File: src/rtl/alu16_seq.sv
`timescale 1ns/1ps
`default_nettype none
// ============================================================================
// Module   : alu16_seq
// Purpose  : Runs 16-bit operations on an external 8-bit combinational ALU.
//            A command is taken over cmd_valid/cmd_ready, and the ALU is then
//            driven for two cycles: low byte first, then high byte, with the
//            low-byte carry fed into the high byte. The result and flags are
//            returned over rsp_valid/rsp_ready. Only one command is in flight
//            at a time.
// Ports    : clk, rst (async, active-high)
//            cmd_valid/cmd_ready, cmd_a[15:0], cmd_b[15:0], cmd_op[3:0],
//            cmd_cin (only when ALU16_SEQ_CARRYIN_EN is defined)
//            alu_a[7:0], alu_b[7:0], alu_carry, alu_op[3:0]  -> ALU
//            alu_c[7:0], alu_carry_out, alu_zero             <- ALU
//            rsp_valid/rsp_ready, rsp_result[15:0], rsp_carry, rsp_zero
// Config   : ALU16_SEQ_CARRYIN_EN - adds cmd_cin, registered on accept and
//            used as the low-byte carry. Undefined: low-byte carry is 0.
// Revision : 1.0 - initial release
// ============================================================================
module alu16_seq (
    input  logic        clk,
    input  logic        rst,
    input  logic        cmd_valid,
    output logic        cmd_ready,
    input  logic [15:0] cmd_a,
    input  logic [15:0] cmd_b,
    input  logic [3:0]  cmd_op,
`ifdef ALU16_SEQ_CARRYIN_EN
    input  logic        cmd_cin,
`endif
    output logic [7:0]  alu_a,
    output logic [7:0]  alu_b,
    output logic        alu_carry,
    output logic [3:0]  alu_op,
    input  logic [7:0]  alu_c,
    input  logic        alu_carry_out,
    input  logic        alu_zero,
    output logic        rsp_valid,
    input  logic        rsp_ready,
    output logic [15:0] rsp_result,
    output logic        rsp_carry,
    output logic        rsp_zero
);

    typedef enum logic [1:0] {
        S_IDLE = 2'd0,
        S_LO   = 2'd1,
        S_HI   = 2'd2,
        S_RESP = 2'd3
    } state_t;

    state_t      r_state;
    state_t      w_next_state;

    logic [15:0] r_a;
    logic [15:0] r_b;
    logic [3:0]  r_op;
    logic [7:0]  r_res_lo;
    logic [7:0]  r_res_hi;
    logic        r_c_lo;
    logic        r_c_hi;
    logic        r_z_lo;
    logic        r_z_hi;

    logic        w_accept;
    logic        w_is_arith;
    logic        w_cin_lo;

    assign w_accept   = cmd_valid && (r_state == S_IDLE);
    assign w_is_arith = (r_op[3:2] == 2'b00);

`ifdef ALU16_SEQ_CARRYIN_EN
    logic r_cin;

    always_ff @(posedge clk or posedge rst) begin
        if (rst) begin
            r_cin <= 1'b0;
        end else if (w_accept) begin
            r_cin <= cmd_cin;
        end
    end

    assign w_cin_lo = r_cin;
`else
    assign w_cin_lo = 1'b0;
`endif

    // ------------------------------------------------------------------
    // State register and next-state decode
    // ------------------------------------------------------------------
    always_ff @(posedge clk or posedge rst) begin
        if (rst) begin
            r_state <= S_IDLE;
        end else begin
            r_state <= w_next_state;
        end
    end

    always_comb begin
        w_next_state = r_state;
        case (r_state)
            S_IDLE:  if (cmd_valid) w_next_state = S_LO;
            S_LO:    w_next_state = S_HI;
            S_HI:    w_next_state = S_RESP;
            S_RESP:  if (rsp_ready) w_next_state = S_IDLE;
            default: w_next_state = S_IDLE;
        endcase
    end

    // ------------------------------------------------------------------
    // Command capture and per-slice ALU result capture
    // ------------------------------------------------------------------
    always_ff @(posedge clk or posedge rst) begin
        if (rst) begin
            r_a      <= 16'd0;
            r_b      <= 16'd0;
            r_op     <= 4'd0;
            r_res_lo <= 8'd0;
            r_res_hi <= 8'd0;
            r_c_lo   <= 1'b0;
            r_c_hi   <= 1'b0;
            r_z_lo   <= 1'b0;
            r_z_hi   <= 1'b0;
        end else begin
            if (w_accept) begin
                r_a  <= cmd_a;
                r_b  <= cmd_b;
                r_op <= cmd_op;
            end
            if (r_state == S_LO) begin
                r_res_lo <= alu_c;
                r_c_lo   <= alu_carry_out;
                r_z_lo   <= alu_zero;
            end
            if (r_state == S_HI) begin
                r_res_hi <= alu_c;
                r_c_hi   <= alu_carry_out;
                r_z_hi   <= alu_zero;
            end
        end
    end

    // ------------------------------------------------------------------
    // Outputs: decoded from state and registers only, so the ALU never
    // sees a combinational path from the command inputs.
    // ------------------------------------------------------------------
    always_comb begin
        cmd_ready  = 1'b0;
        alu_a      = 8'd0;
        alu_b      = 8'd0;
        alu_carry  = 1'b0;
        alu_op     = 4'd0;
        rsp_valid  = 1'b0;
        rsp_result = 16'd0;
        rsp_carry  = 1'b0;
        rsp_zero   = 1'b0;
        case (r_state)
            S_IDLE: begin
                cmd_ready = 1'b1;
            end
            S_LO: begin
                alu_a     = r_a[7:0];
                alu_b     = r_b[7:0];
                alu_op    = r_op;
                alu_carry = w_cin_lo;
            end
            S_HI: begin
                alu_a = r_a[15:8];
                alu_b = r_b[15:8];
                // High slice of add/sub always consumes the low-slice carry,
                // so add becomes adc and sub becomes sbc.
                if (w_is_arith) begin
                    alu_op    = {r_op[3:1], 1'b1};
                    alu_carry = r_c_lo;
                end else begin
                    alu_op    = r_op;
                    alu_carry = 1'b0;
                end
            end
            S_RESP: begin
                rsp_valid  = 1'b1;
                rsp_result = {r_res_hi, r_res_lo};
                rsp_carry  = r_c_hi;
                rsp_zero   = r_z_lo & r_z_hi;
            end
            default: begin
                cmd_ready = 1'b0;
            end
        endcase
    end

endmodule
`default_nettype wire
File: config.mk
export PLATFORM = sky130hd
export DESIGN_NAME = alu16_seq
export DESIGN_NICKNAME = d
export VERILOG_FILES = /design/src/rtl/alu16_seq.sv
export SDC_FILE = /design/constraint.sdc
export NUM_CORES = 1
export LEC_CHECK = 0
export CAP_MARGIN = 10
export CORE_MARGIN = 2
export CORE_UTILIZATION = 40
export CTS_CLUSTER_SIZE = 8
export DETAILED_ROUTE_END_ITERATION = 10
export GPL_ROUTABILITY_DRIVEN = 0
export PLACE_DENSITY = 0.72
export SLEW_MARGIN = 20
export SYNTH_ARGS = -nofsm -noshare
export SYNTH_HDL_FRONTEND = slang
export SYNTH_SLANG_ARGS = --single-unit
File: constraint.sdc
create_clock -name clk -period 2.3 [get_ports clk]
set_clock_uncertainty 0.2 [all_clocks]
set_input_delay 0.46 -clock clk [delete_from_list [all_inputs] [get_ports clk]]
set_output_delay 0.46 -clock clk [all_outputs]
set_load 0.01 [all_outputs]
* Word-level counts from Yosys, hierarchy flattened
Cells that the tools add are included.
W data, S select, Z words.
** Storage, ports and cells
- Memories :: 0
- Bits in read-only memories :: 0
- Output and inout port bits :: 41
- Memory bits (writable) :: 0
- Register bits :: 58
- Logic and storage cells :: 34
- Input port bits :: 50
- Latch bits :: 0
** Cells by class
- Div/mod/pow operators :: 0
- Muxes and demuxes :: 14
- Order comparisons :: 0
- Bitwise gates (word level) :: 1
- Shifts and indexed selects :: 0
- $add $sub $neg :: 0
- Equal/unequal tests :: 5
- $mul :: 0
- Reduce and logical (&&, ||, !) cells :: 4
** Operator list (number)
- $pmux W8 S2 :: 2
- $mux W16 :: 1
- $pmux W2 S4 :: 1
- $pmux W4 S2 :: 1
- $mux W1 :: 7
- $eq A2 B2 Y1 const B :: 2
- $logic_not A2 Y1 :: 2
- $mux W2 :: 2
- $ne A2 B2 Y1 const B :: 2
- $eq A2 B1 Y1 const B :: 1
- $reduce_and A2 Y1 :: 1
- $and A1 B1 Y1 :: 1
- $logic_and A1 B1 Y1 :: 1

* Logic depth before layout (Yosys ltp)
- Word-level depth :: 3
- Gate-level depth with buffers :: 6
- Gate-level depth less buffers :: 4

* Worst setup path after synthesis
No wires, ideal clock.
- Path kind :: reg-to-output
- Start point :: reg r_state[0]
- End point :: out alu_a[0]
- Buffers on the path :: 2
- Arrival time :: 1363 ps
- Data required time :: 1640 ps
- Slack :: 277 ps
- Cell stages (with the launch flop) :: 6
- Cells stage by stage :: dfrtp_1 > inv_1 > ha_1 > clkbuf_1 > clkbuf_1 > nor2b_1
** Between the ends
- Cells in the longest elaborated chain, start to end :: 2
- Elaborated cells between the ends (all ways) :: 3
- Those cells by class :: eq/ne (2); mux (1)
** RTL lines
- start: declaration :: RTL line 53 : state_t r_state;
- start signal: assignment :: RTL line 96 : r_state <= w_next_state;
- $eq A2 B2 Y1 / $eq A2 B1 Y1 (equally long branches) :: RTL line 158 : case (r_state)
- $pmux W8 S2 * :: RTL line 158
- end: declaration :: RTL line 32 : output logic [7:0] alu_a,
Mark *: on every way between the ends. The rest lies on a longest branch, timed or not.

* Worst setup path after layout
- Start point :: reg r_state[0]
- End point :: out alu_op[2]
** Between the ends
- Cells in the longest elaborated chain, start to end :: 2
- Elaborated cells between the ends (all ways) :: 3
- Those cells by class :: eq/ne (2); mux (1)
** RTL lines
- $eq A2 B2 Y1 / $eq A2 B1 Y1 (equally long branches) :: RTL line 158
- $pmux W4 S2 * :: RTL line 158
- end: declaration :: RTL line 35 : output logic [3:0] alu_op,
Marks and branches as above.

==> flow_summary.html <==
<table>
<tr><th>Metric</th><th>Value</th></tr>
<tr><th colspan="2">Outcome</th></tr>
<tr><td>Outcome</td><td>complete, but fails checks</td></tr>
<tr><td>Failing checks</td><td>negative setup slack</td></tr>
<tr><th colspan="2">Floorplanning</th></tr>
<tr><td>Die Span Y</td><td>87.7 um</td></tr>
<tr><td>Die Footprint</td><td>~0.0077 mm^2</td></tr>
<tr><td>Floorplan die width</td><td>87.7 um</td></tr>
<tr><td>Core ar.</td><td>0.00679 mm^2</td></tr>
<tr><td>Std-Cell Rows</td><td>30</td></tr>
<tr><td>Initial cell density of the core</td><td>41.3%</td></tr>
<tr><td>I/O pin count</td><td>91</td></tr>
<tr><th colspan="2">Global routing</th></tr>
<tr><td>Global-route congestion overflow total</td><td>0</td></tr>
<tr><td>Via count of the first global-routing pass</td><td>2025</td></tr>
<tr><td>Overall track demand over capacity in global routing</td><td>17.0%</td></tr>
<tr><td>Largest net degree at the start of global routing</td><td>43</td></tr>
<tr><td>Antenna violations before repair</td><td>0</td></tr>
<tr><td>Wire length of the first global-routing pass</td><td>9.84 mm</td></tr>
<tr><th colspan="2">Clock network</th></tr>
<tr><td>H-tree level count</td><td>3</td></tr>
<tr><td>Max Root-Sink Buffers</td><td>2</td></tr>
<tr><td>Worst-Skew Late Latency</td><td>approximately 320 ps</td></tr>
<tr><td>CTS root buffer</td><td>sky130_fd_sc_hd__clkbuf_8</td></tr>
<tr><td>Clk sink count</td><td>between 50 and 60</td></tr>
<tr><td>Hold-fix buffer count after cts</td><td>0</td></tr>
<tr><td>Number of clock buffers inserted by TritonCTS</td><td>9</td></tr>
<tr><td>Clock-pin transition on the worst setup and hold timing paths</td><td>about 60 ps</td></tr>
<tr><td>TritonCTS clock tree</td><td>done</td></tr>
<tr><th colspan="2">Synth</th></tr>
<tr><td>Average cell area after synthesis</td><td>14.1 um^2</td></tr>
<tr><td>Net count after synthesis</td><td>254</td></tr>
<tr><td>Async set or reset register ratio after synthesis</td><td>100%</td></tr>
<tr><td>Cell count after synthesis</td><td>199</td></tr>
<tr><td>Share of the synthesized area in the top cell type</td><td>51.7%</td></tr>
<tr><td>Yosys cell types</td><td>22</td></tr>
<tr><td>Simple-gate area share of the yosys netlist</td><td>roughly a tenth</td></tr>
<tr><td>Area of the mapped netlist</td><td>0.00281 mm^2</td></tr>
<tr><td>Yosys warns</td><td>0</td></tr>
<tr><td>Largest family of logic cells by synthesized area</td><td>multiplexers</td></tr>
<tr><td>Ranking of synthesized cells by area</td><td>sky130_fd_sc_hd__dfrtp_1 52%, sky130_fd_sc_hd__mux2_4 16%, sky130_fd_sc_hd__mux2_2 10%</td></tr>
<tr><td>XOR/XNOR share of the synthesized area</td><td>0%</td></tr>
<tr><td>Complex-gate fraction of the synthesized area</td><td>5.58%</td></tr>
<tr><td>Number of synthesized register bits</td><td>58</td></tr>
<tr><td>Share of synthesized cell area in full adder, half adder and majority cells</td><td>2.23%</td></tr>
<tr><td>Multiplexer share of the synthesized area</td><td>between 20% and 30%</td></tr>
<tr><td>Cell type with the largest total area after synthesis</td><td>sky130_fd_sc_hd__dfrtp_1</td></tr>
<tr><td>Post-synthesis sequential area ratio</td><td>51.7%</td></tr>
<tr><td>Count of flip-flops with a built-in enable after synthesis</td><td>0</td></tr>
<tr><td>Most used flip-flop cell after synthesis</td><td>sky130_fd_sc_hd__dfrtp_1</td></tr>
<tr><th colspan="2">Cells and area</th></tr>
<tr><td>Most used cells in the layout excluding fill and tap cells</td><td>58 x sky130_fd_sc_hd__dfrtp_1, 49 x sky130_fd_sc_hd__clkdlybuf4s50_1, 30 x sky130_fd_sc_hd__mux2_4</td></tr>
<tr><td>Most common cell after layout, fill and taps aside</td><td>sky130_fd_sc_hd__dfrtp_1</td></tr>
<tr><td>Fraction of layout cells with a size suffix above 1</td><td>47.4%</td></tr>
<tr><td>Final #Nets</td><td>363</td></tr>
<tr><td>Signed area change from the synthesized netlist to the final layout</td><td>44.0%</td></tr>
<tr><td>Antenna cell count</td><td>0</td></tr>
<tr><td>Multi-input gate area in the final layout</td><td>0.00135 mm^2</td></tr>
<tr><td>Layout filler cell count</td><td>557</td></tr>
<tr><td>Sequential cell area in the final layout</td><td>0.00145 mm^2</td></tr>
<tr><th colspan="2">Drt</th></tr>
<tr><td>Vias post-DR</td><td>1907</td></tr>
<tr><td>Total wire length</td><td>around 6.2 mm</td></tr>
<tr><td>Drt first-iter violations</td><td>30</td></tr>
<tr><td>Top routing layer in use</td><td>met4</td></tr>
<tr><td>Ratio of routed vias to standard cells</td><td>4.67</td></tr>
<tr><td>Wl on met1</td><td>2.67 mm</td></tr>
<tr><td>Number of nets with antenna violations after routing</td><td>0</td></tr>
<tr><td>Post-route DRC</td><td>0</td></tr>
<tr><td>Routed length per placed instance</td><td>15.1 um</td></tr>
<tr><td>Met3 wire length</td><td>389 um</td></tr>
<tr><td>WL met2</td><td>3.04 mm</td></tr>
<tr><td>Drt pass-1 iters</td><td>4</td></tr>
<tr><th colspan="2">Timing</th></tr>
<tr><td>Ratio of final minimum period to clock period</td><td>101%</td></tr>
<tr><td>Max transition margin</td><td>74.4%</td></tr>
<tr><td>Setup repair after global routing missed its margin</td><td>true</td></tr>
<tr><td>Transition time at the pin with the least slew margin</td><td>~380 ps</td></tr>
<tr><td>Slew Limit Fails</td><td>0</td></tr>
<tr><td>Final setup fails</td><td>2</td></tr>
<tr><td>Post-layout worst setup margin</td><td>-17.2 ps</td></tr>
<tr><td>Minimum period implied by the final worst setup slack</td><td>2320 ps</td></tr>
<tr><td>Final number of hold-violating endpoints</td><td>0</td></tr>
<tr><td>Achievable Freq</td><td>between 400 and 500 MHz</td></tr>
<tr><th colspan="2">Critical path</th></tr>
<tr><td>WP data required</td><td>between 1500 and 2000 ps</td></tr>
<tr><td>Worst setup slack for register-to-register paths</td><td>410 ps</td></tr>
<tr><td>Critical path class</td><td>flop to output port</td></tr>
<tr><td>Data arrival, critical path</td><td>1660 ps</td></tr>
<tr><td>Type of destination of the critical path</td><td>output port</td></tr>
<tr><td>Startpoint class of the critical path</td><td>flop</td></tr>
<tr><td>Worst setup path start</td><td>r_state[0]</td></tr>
<tr><td>Critical path peak fanout</td><td>7</td></tr>
<tr><td>Crit Reg-Reg Startpoint</td><td>r_state[1]</td></tr>
<tr><th colspan="2">Power</th></tr>
<tr><td>Leakage power total</td><td>1.89 nW</td></tr>
<tr><td>Power density relative to cell area</td><td>1400 mW/mm^2</td></tr>
<tr><td>Power consumption</td><td>5.67 mW</td></tr>
<tr><td>Worst IR Drop VDD</td><td>0.000640 V</td></tr>
<tr><th colspan="2">Worst hold path</th></tr>
<tr><td>Class of the tightest hold or removal check</td><td>input pin to async pin</td></tr>
<tr><th colspan="2">Placement</th></tr>
<tr><td>Input/output buffers</td><td>90</td></tr>
<tr><td>Pre-CTS setup slack</td><td>-112 ps</td></tr>
<tr><td>Detailed-placement wirelength estimate</td><td>between 4 and 5 mm</td></tr>
<tr><th colspan="2">Flow run</th></tr>
<tr><td>Total of max-cap violations</td><td>0</td></tr>
</table>
## critical path: stages, from the launching register on
cell and delay, ps:
sky130_fd_sc_hd__dfrtp_1 410, sky130_fd_sc_hd__buf_6 130, sky130_fd_sc_hd__ha_4 160, sky130_fd_sc_hd__buf_6 130, sky130_fd_sc_hd__o21a_1 210, sky130_fd_sc_hd__and2_1 150
sky130_fd_sc_hd__buf_2 130
## flip-flops by register name, indices dropped and copies added (netlist names), 2 cells and up
signal	flops
r_a	16
r_op	4
r_res_hi	8
r_b	16
r_res_lo	8
r_state	2
## synthesized netlist by cell type (2+ instances only)
library cell / n
sky130_fd_sc_hd__a22oi_1: 16
sky130_fd_sc_hd__and2_1: 20
sky130_fd_sc_hd__and3_1: 2
sky130_fd_sc_hd__buf_12: 3
sky130_fd_sc_hd__buf_2: 6
sky130_fd_sc_hd__clkbuf_1: 3
sky130_fd_sc_hd__dfrtp_1: 58
sky130_fd_sc_hd__ha_1: 5
sky130_fd_sc_hd__inv_1: 4
sky130_fd_sc_hd__mux2_2: 26
sky130_fd_sc_hd__mux2_4: 30
sky130_fd_sc_hd__nor2b_1: 16
## final cells by class
type	count	area share, %
flip-flops and latches	58	35.9
multi-input cells	125	33.5
repair buffers	110	23.6
clock buffers	15	3.62
well taps	96	2.97
inverters	4	0.372
## through the flow
step	cells	instance area [um^2]	TNS [ps]	utilization [%]	hold WS (ps)
floorplan	199	2810	0	-	272
global placement	391	3910	-181	57.6	282
detailed placement	391	3910	-720	57.6	288
CTS	408	4110	-167	60.4	231
global route	408	4040	-209	59.5	242
finish	408	4040	-17.3	59.5	237
## final timing paths
kind,end,cells past startpoint
setup / recovery,alu_op[2],6
hold / removal,r_b[1],2
setup reg to reg,r_state[1],6
hold reg to reg,r_res_lo[5],1
max in group asynchronous,r_a[8],3
min in group clk,r_res_lo[5],1
## layer usage
metal  track usage [%]  up-vias
met5                 0        -
met4              7.27        0
met3              5.66        6
met2              27.1       54
met1              21.2      941
li1                  -      906
## report_power, final
group	internal, mW	switching, mW
Sequential	1.56	0.323
Clock	0.388	0.348
Combinational	1.84	1.21
## kinds of logic (layout without fill, tap and decap cells)
| kind of cell | after synthesis | in the layout |
|---|---|---|
| DFF | 58 | 58 |
| muxes | 57 | 57 |
| and+or+nand+nor | 42 | 42 |
| AOI/OAI and AO/OA | 21 | 21 |
| buffers and inverters | 16 | 129 |
| adders and majority gates | 5 | 5 |
## timing repair
action                     in CTS  in global routing
setup endpoints to repair      41                 29
pin swaps                       9                  7
buffers inserted                2                  0
resized for setup             141                 33
Power figures use the tool's default switching activity.
